`config.mk`:
```
export PLATFORM = sky130hd
export DESIGN_NAME = usb_rx_ctrl_flat
export DESIGN_NICKNAME = d
export VERILOG_FILES = /design/src/rtl/usb_rx_ctrl_pkg.sv /design/src/rtl/usb_rx_ctrl_if.sv /design/src/rtl/usb_rx_ctrl_fifo.sv /design/src/rtl/usb_rx_ctrl.sv /design/src/flat_wrapper.sv
export SDC_FILE = /design/constraint.sdc
export NUM_CORES = 1
export LEC_CHECK = 0
export CORE_MARGIN = 4
export CORE_UTILIZATION = 52
export DETAILED_ROUTE_END_ITERATION = 7
export PLACE_DENSITY_LB_ADDON = 0.3
export SLEW_MARGIN = 20
export SYNTH_ARGS = -nofsm -noshare
export SYNTH_HDL_FRONTEND = slang
export SYNTH_SLANG_ARGS = --single-unit
```
`constraint.sdc`:
```
create_clock -name clk -period 3.1 [get_ports clk]
set_clock_uncertainty 0.1 [all_clocks]
set_input_delay 0.31 -clock clk [delete_from_list [all_inputs] [get_ports clk]]
set_output_delay 0.31 -clock clk [all_outputs]
set_load 0.05 [all_outputs]
```
`src/rtl/usb_rx_ctrl_pkg.sv`:
```
// lycan_globals: shared word width, packet field positions and the USB read-side
// state encoding used by usb_rx_ctrl.
package lycan_globals;

    localparam int USB_WORD_W  = 32;
    localparam int PKT_CHAN_HI = 31;
    localparam int PKT_CHAN_LO = 29;

    typedef enum logic [1:0] {
        IDLE,
        OE,
        READ,
        TURN
    } usb_rx_state_t;

endpackage

```
`src/rtl/usb_rx_ctrl_if.sv`:
```
// FT601 read-side bus pins plus the downstream valid/ready word stream.
interface usb_rx_ctrl_if;
    import lycan_globals::*;

    logic [USB_WORD_W-1:0] usb_data;
    logic [3:0]            usb_be;
    logic                  usb_rx_empty;
    logic                  usb_outen_l;
    logic                  usb_rden_l;
    logic [USB_WORD_W-1:0] m_data;
    logic                  m_valid;
    logic                  m_ready;

    modport master (
        input  usb_data, usb_be, usb_rx_empty, m_ready,
        output usb_outen_l, usb_rden_l, m_data, m_valid
    );

    modport slave (
        output usb_data, usb_be, usb_rx_empty, m_ready,
        input  usb_outen_l, usb_rden_l, m_data, m_valid
    );

endinterface

```
`src/rtl/usb_rx_ctrl_fifo.sv`:
```
// usb_rx_fifo: synchronous first-word-fall-through buffer with occupancy output.
// Storage is not reset; only pointers and count are, so reset discards contents.
module usb_rx_fifo #(
    parameter int DEPTH = 8,
    parameter int WIDTH = 32
) (
    input  logic                   clk,
    input  logic                   rst_l,
    input  logic                   wr_en,
    input  logic [WIDTH-1:0]       wr_data,
    input  logic                   rd_en,
    output logic [WIDTH-1:0]       rd_data,
    output logic                   valid,
    output logic [$clog2(DEPTH):0] level
);
    localparam int AW = $clog2(DEPTH);
    localparam logic [AW:0] FULL = (AW+1)'(DEPTH);

    logic [WIDTH-1:0] mem [DEPTH];
    logic [AW-1:0]    wr_ptr, rd_ptr;
    logic [AW:0]      count;
    logic             push, pop;

    assign pop  = rd_en && (count != '0);
    assign push = wr_en && ((count != FULL) || pop);

    always_ff @(posedge clk) begin
        if (push) mem[wr_ptr] <= wr_data;
    end

    always_ff @(posedge clk or negedge rst_l) begin
        if (!rst_l) begin
            wr_ptr <= '0;
            rd_ptr <= '0;
            count  <= '0;
        end else begin
            if (push) wr_ptr <= wr_ptr + AW'(1);
            if (pop)  rd_ptr <= rd_ptr + AW'(1);
            count <= count + {{AW{1'b0}}, push} - {{AW{1'b0}}, pop};
        end
    end

    // Head word is forced to zero when empty so m_data is defined after reset.
    assign valid   = (count != '0);
    assign rd_data = valid ? mem[rd_ptr] : '0;
    assign level   = count;

endmodule

```
`src/rtl/usb_rx_ctrl.sv`:
```
// FT601 245-mode read controller feeding a FWFT buffer and a valid/ready stream.
// Optional USB_RX_BE_CHECK_EN drops partial words (usb_be != 4'hF) and counts them.
module usb_rx_ctrl
    import lycan_globals::*;
#(
    parameter int DEPTH    = 8,
    parameter int HEADROOM = 2
) (
    input  logic                   clk,
    input  logic                   rst_l,
    usb_rx_ctrl_if.master          bus,
    input  logic                   tx_busy,
    output logic                   rx_busy,
    output logic [15:0]            err_cnt,
    output logic [$clog2(DEPTH):0] level
);
    localparam int LW = $clog2(DEPTH) + 1;
    localparam logic [LW-1:0] FILL_MAX = LW'(DEPTH - HEADROOM);

    usb_rx_state_t state, state_nxt;
    logic          outen_l_q, rden_l_q, outen_nxt, rden_nxt;
    logic          cap, be_ok, wr_en, rd_en, room_now, room_after;
    logic [LW:0]   level_after;

    assign cap = !rden_l_q && !bus.usb_rx_empty;
`ifdef USB_RX_BE_CHECK_EN
    assign be_ok = (bus.usb_be == 4'hF);
`else
    logic be_unused;
    assign be_ok     = 1'b1;
    assign be_unused = ^bus.usb_be;
`endif
    assign wr_en = cap && be_ok;
    assign rd_en = bus.m_valid && bus.m_ready;

    // Free-slot tests are done on occupancy: free >= HEADROOM <=> level <= DEPTH-HEADROOM.
    assign level_after = {1'b0, level} + {{LW{1'b0}}, wr_en} - {{LW{1'b0}}, rd_en};
    assign room_now    = (level <= FILL_MAX);
    assign room_after  = (level_after <= {1'b0, FILL_MAX});

    usb_rx_fifo #(
        .DEPTH (DEPTH),
        .WIDTH (USB_WORD_W)
    ) u_fifo (
        .clk     (clk),
        .rst_l   (rst_l),
        .wr_en   (wr_en),
        .wr_data (bus.usb_data),
        .rd_en   (rd_en),
        .rd_data (bus.m_data),
        .valid   (bus.m_valid),
        .level   (level)
    );

    always_ff @(posedge clk or negedge rst_l) begin
        if (!rst_l) begin
            state     <= IDLE;
            outen_l_q <= 1'b1;
            rden_l_q  <= 1'b1;
        end else begin
            state     <= state_nxt;
            outen_l_q <= outen_nxt;
            rden_l_q  <= rden_nxt;
        end
    end

    // Strobe values are decided one cycle ahead so the pins come straight off flops.
    always_comb begin
        state_nxt = state;
        outen_nxt = 1'b1;
        rden_nxt  = 1'b1;
        case (state)
            IDLE: begin
                if (!bus.usb_rx_empty && !tx_busy && room_now) begin
                    state_nxt = OE;
                    outen_nxt = 1'b0;
                end
            end
            OE: begin
                state_nxt = READ;
                outen_nxt = 1'b0;
                rden_nxt  = 1'b0;
            end
            READ: begin
                if (bus.usb_rx_empty || !room_after) begin
                    state_nxt = TURN;
                end else begin
                    outen_nxt = 1'b0;
                    rden_nxt  = 1'b0;
                end
            end
            TURN:    state_nxt = IDLE;
            default: state_nxt = IDLE;
        endcase
    end

    assign rx_busy         = (state != IDLE);
    assign bus.usb_outen_l = outen_l_q;
    assign bus.usb_rden_l  = rden_l_q;

`ifdef USB_RX_BE_CHECK_EN
    always_ff @(posedge clk or negedge rst_l) begin
        if (!rst_l) begin
            err_cnt <= '0;
        end else if (cap && !be_ok && (err_cnt != 16'hFFFF)) begin
            err_cnt <= err_cnt + 16'd1;
        end
    end
`else
    assign err_cnt = '0;
`endif

endmodule

```
`src/flat_wrapper.sv`:
```
// flat-port wrapper written by rule: the top's interface ports become plain ports
module usb_rx_ctrl_flat import lycan_globals::*;
#(
    parameter int DEPTH    = 8,
    parameter int HEADROOM = 2
)
  (clk, rst_l, tx_busy, rx_busy, err_cnt, level, bus_usb_data, bus_usb_be, bus_usb_rx_empty, bus_m_ready, bus_usb_outen_l, bus_usb_rden_l, bus_m_data, bus_m_valid);
  usb_rx_ctrl_if bus_i ();
  input  logic clk;
  input  logic rst_l;
  input  logic tx_busy;
  output logic rx_busy;
  output logic [15:0] err_cnt;
  output logic [$clog2(DEPTH):0] level;
  input wire logic [$bits(bus_i.usb_data)-1:0] bus_usb_data;
  input wire logic [$bits(bus_i.usb_be)-1:0] bus_usb_be;
  input wire logic [$bits(bus_i.usb_rx_empty)-1:0] bus_usb_rx_empty;
  input wire logic [$bits(bus_i.m_ready)-1:0] bus_m_ready;
  output wire logic [$bits(bus_i.usb_outen_l)-1:0] bus_usb_outen_l;
  output wire logic [$bits(bus_i.usb_rden_l)-1:0] bus_usb_rden_l;
  output wire logic [$bits(bus_i.m_data)-1:0] bus_m_data;
  output wire logic [$bits(bus_i.m_valid)-1:0] bus_m_valid;
  assign bus_i.usb_data = bus_usb_data;
  assign bus_i.usb_be = bus_usb_be;
  assign bus_i.usb_rx_empty = bus_usb_rx_empty;
  assign bus_i.m_ready = bus_m_ready;
  assign bus_usb_outen_l = bus_i.usb_outen_l;
  assign bus_usb_rden_l = bus_i.usb_rden_l;
  assign bus_m_data = bus_i.m_data;
  assign bus_m_valid = bus_i.m_valid;
  usb_rx_ctrl #(.DEPTH(DEPTH), .HEADROOM(HEADROOM)) u_core (.clk(clk), .rst_l(rst_l), .bus(bus_i), .tx_busy(tx_busy), .rx_busy(rx_busy), .err_cnt(err_cnt), .level(level));
endmodule
```
==> run summary <==
First-pass GRT wire length - 31300 um
Post-route cell area - 12900 sq um
GPL Wtd Cong - 0.807
Crit share post-route - 95.3%
Critical path capture point type - flop
Cells after synthesis - 515
First-pass detailed-route iteration total - 6
RSZ-0062 raised after global routing - false
Vias per inst - 5.56
Required time of the critical path - 3400 ps
Area contributors post-synth - edfxtp_1 71%, mux4_2 13%, mux2i_1 3.1%, dfrtp_1 2.8%, ha_1 1.6%
CTS sink cnt - 270
Worst R2R End - u_core.state[1]
Cell Pwr Density - 1020 nW/um^2
Worst setup margin - 145 ps
Slew @ Worst Pin - 676 ps
Crit path from - u_core.u_fifo.level[3]
Routed Antenna Nets - 0
Clock Latency Late Sink - 520 ps
R2R Setup Slk - 140 ps
Slew headroom - 54.8%
Tot Pwr - 13.2 mW
Max FO, Critical Path - 5
Cts bufs inserted - 27
Max Freq - 338 MHz
Crit path DAT - 3260 ps
Core footprint - 20400 sq um
CTS root buf - clkbuf_16
Status - finished, final reports clean
Final hold violations - 0
Vias in the first global route - 5372
Leak - 4.45 nW
Chip Height - 152 um
Residual DRC count - 0
Initial antenna violation count - 1
Worst vdd ir - 0.747 mV
WS Path Type - reg2reg
Mapped Area - 10800 sq um
DPL Wire Length - 11500 um
Num rows - 52
R2R cell count - 16
Total Wirelength - 19800 um
Iteration-0 DRC Markers - 242
# diodes - 0
Largest net degree at the start of global routing - 35
H-tree depth - 1
Starting density of the core - 53.1%
Post-synth top area share - 71.1%
TritonCTS clock tree - done
P&R area growth vs syn - 19.5%
Final setup violation count - 0
Number of I/O port buffers - 76
WL per Instance - 21.8 um
Post-route setup TNS - 0 ps
Min Tclk post-route - 2960 ps
Synth unique cells - 40
GRT Util Overall - 17.2%
Syn_area_per_cell - 21.0 sq um
Layout cell share with drive strength beyond 1 - 29.0%
Placed cell areas - 12100 sq um
Seq/Total Area, Yosys - 74.4%
# hold bufs at CTS - 0
RR Startpoint - u_core.u_fifo.level[3]
Count of pins over their slew limit - 0
# nets final - 678
Buffer depth of the longest clock path - 3
Place WS - -10.0 ps
Die area - 23200 sq um
Startpoint types - flop
Worst hold path class - in2async
Ys flop type - edfxtp_1
Post-synth top area cell - edfxtp_1
Num ports - 97
DIE WIDTH - 152 um
Maxcap violations - 0
Fin Hold WS - 101 ps
FF+latch count, synth - 270
Grt total ovfl - 0
YS warnings - 0
Clock slew at reported path FFs - 60 ps
Number of flops mapped to enable cells by yosys - 256
Post-synth ARST share - 5.19%
Via count - 5046
==> cells in the mapped netlist (3+ instances only) <==
| cell type | n |
|---|---|
| clkbuf_1 | 5 |
| nor2_1 | 39 |
| nand2b_1 | 3 |
| mux4_2 | 64 |
| mux2i_1 | 33 |
| buf_1 | 5 |
| ha_1 | 14 |
| edfxtp_1 | 256 |
| xor2_1 | 3 |
| inv_1 | 11 |
| nand2_1 | 4 |
| buf_2 | 6 |
| buf_4 | 21 |
| dfrtp_1 | 12 |
| a21oi_1 | 3 |
| xnor2_1 | 6 |
==> critical path, stage by stage, from the launching register on <==
cell and delay, ps:
dfrtp_2 450, inv_2 90, ha_2 160, and2_4 190
inv_12 40, nand2_8 80, inv_4 40, ha_4 210
inv_2 60, ha_4 130, inv_2 40, fa_2 380
nor2b_2 140, o31ai_2 90, xnor2_2 150, a41oi_2 160
mux2_1 340
==> layout make-up <==
type                       instances  area [sq um]
multi-input combinational        210          2660
tap                              270           338
clock buffer                      34           702
sequential                       270          8050
fill                            1393          7450
clock inverter                    12          90.1
timing repair buffer             100          1010
inverter                          12          60.1
==> power breakdown <==
group	internal (mW)	switching (mW)	leakage, nW	total (mW)
registers	4.41	0.302	2.46	4.71
clock network	1.68	1.26	0.386	2.93
logic	2.19	3.33	1.60	5.52
==> worst max-delay path by stage <==
stage,to,slack [ps]
after floorplan,u_core.state[1],6
after global placement,u_core.state[1],60
after detailed placement,u_core.state[1],-10
after CTS,bus_m_data[3],0.7
after global routing,u_core.state[1],0.9
final,u_core.state[1],140
==> layer usage <==
layer	vias to the layer above	routed length, um	GRT usage [%]	share of wire (%)
li1	2249	-	-	-
met1	2638	8480	24.0	43
met2	132	10100	29.0	51
met3	25	905	2.93	4.6
met4	2	318	3.51	1.6
met5	-	12	0	0.061
==> per-stage QoR <==
step                util (%)  instances
floorplan                  -        530
global placement        59.3        862
detailed placement      59.3        862
CTS                     63.2        908
global route            63.4        908
finish                  63.4        908
==> placed cells by master, fill, tap and decap left out, types with 6 or more instances in the layout <==
master and count:
edfxtp_1 256, mux4_2 64, clkdlybuf4s50_1 44, buf_4 35, nor2_1 33, mux2i_1 33
clkbuf_16 27, conb_1 16, ha_1 11, dlymetal6s2s_1 8, buf_12 8, nor2_4 7
clkbuf_1 7, inv_1 6
==> kinds of logic after synthesis <==
logic type	Yosys count	synth area share [%]
adders and majority gates	16	1.99
muxes	101	16.8
AOI/OAI and AO/OA	12	1.06
other	1	0.0347
buffers and inverters	50	2.63
DFF	270	74.4
and+or+nand+nor	56	2.37
xor gates and xnor gates	9	0.729
==> sequential cells by signal, indices dropped and copies added, names as in the netlist <==
| register | flops |
|---|---|
| u_core.u_fifo.level | 4 |
| u_core.u_fifo.wr_ptr | 3 |
| u_core.bus.usb_outen_l | 1 |
| u_core.u_fifo.rd_ptr | 3 |
| u_core.bus.usb_rden_l | 1 |
| u_core.state | 2 |
| u_core.u_fifo.mem | 256 |
==> timing repair <==
action | CTS | global route
pin swaps | 0 | 1
setup buffers | 0 | 0
resized for setup | 8 | 13
endpoints found under the setup margin | 29 | 28
Note: power is estimated with default switching activity, not from simulation.
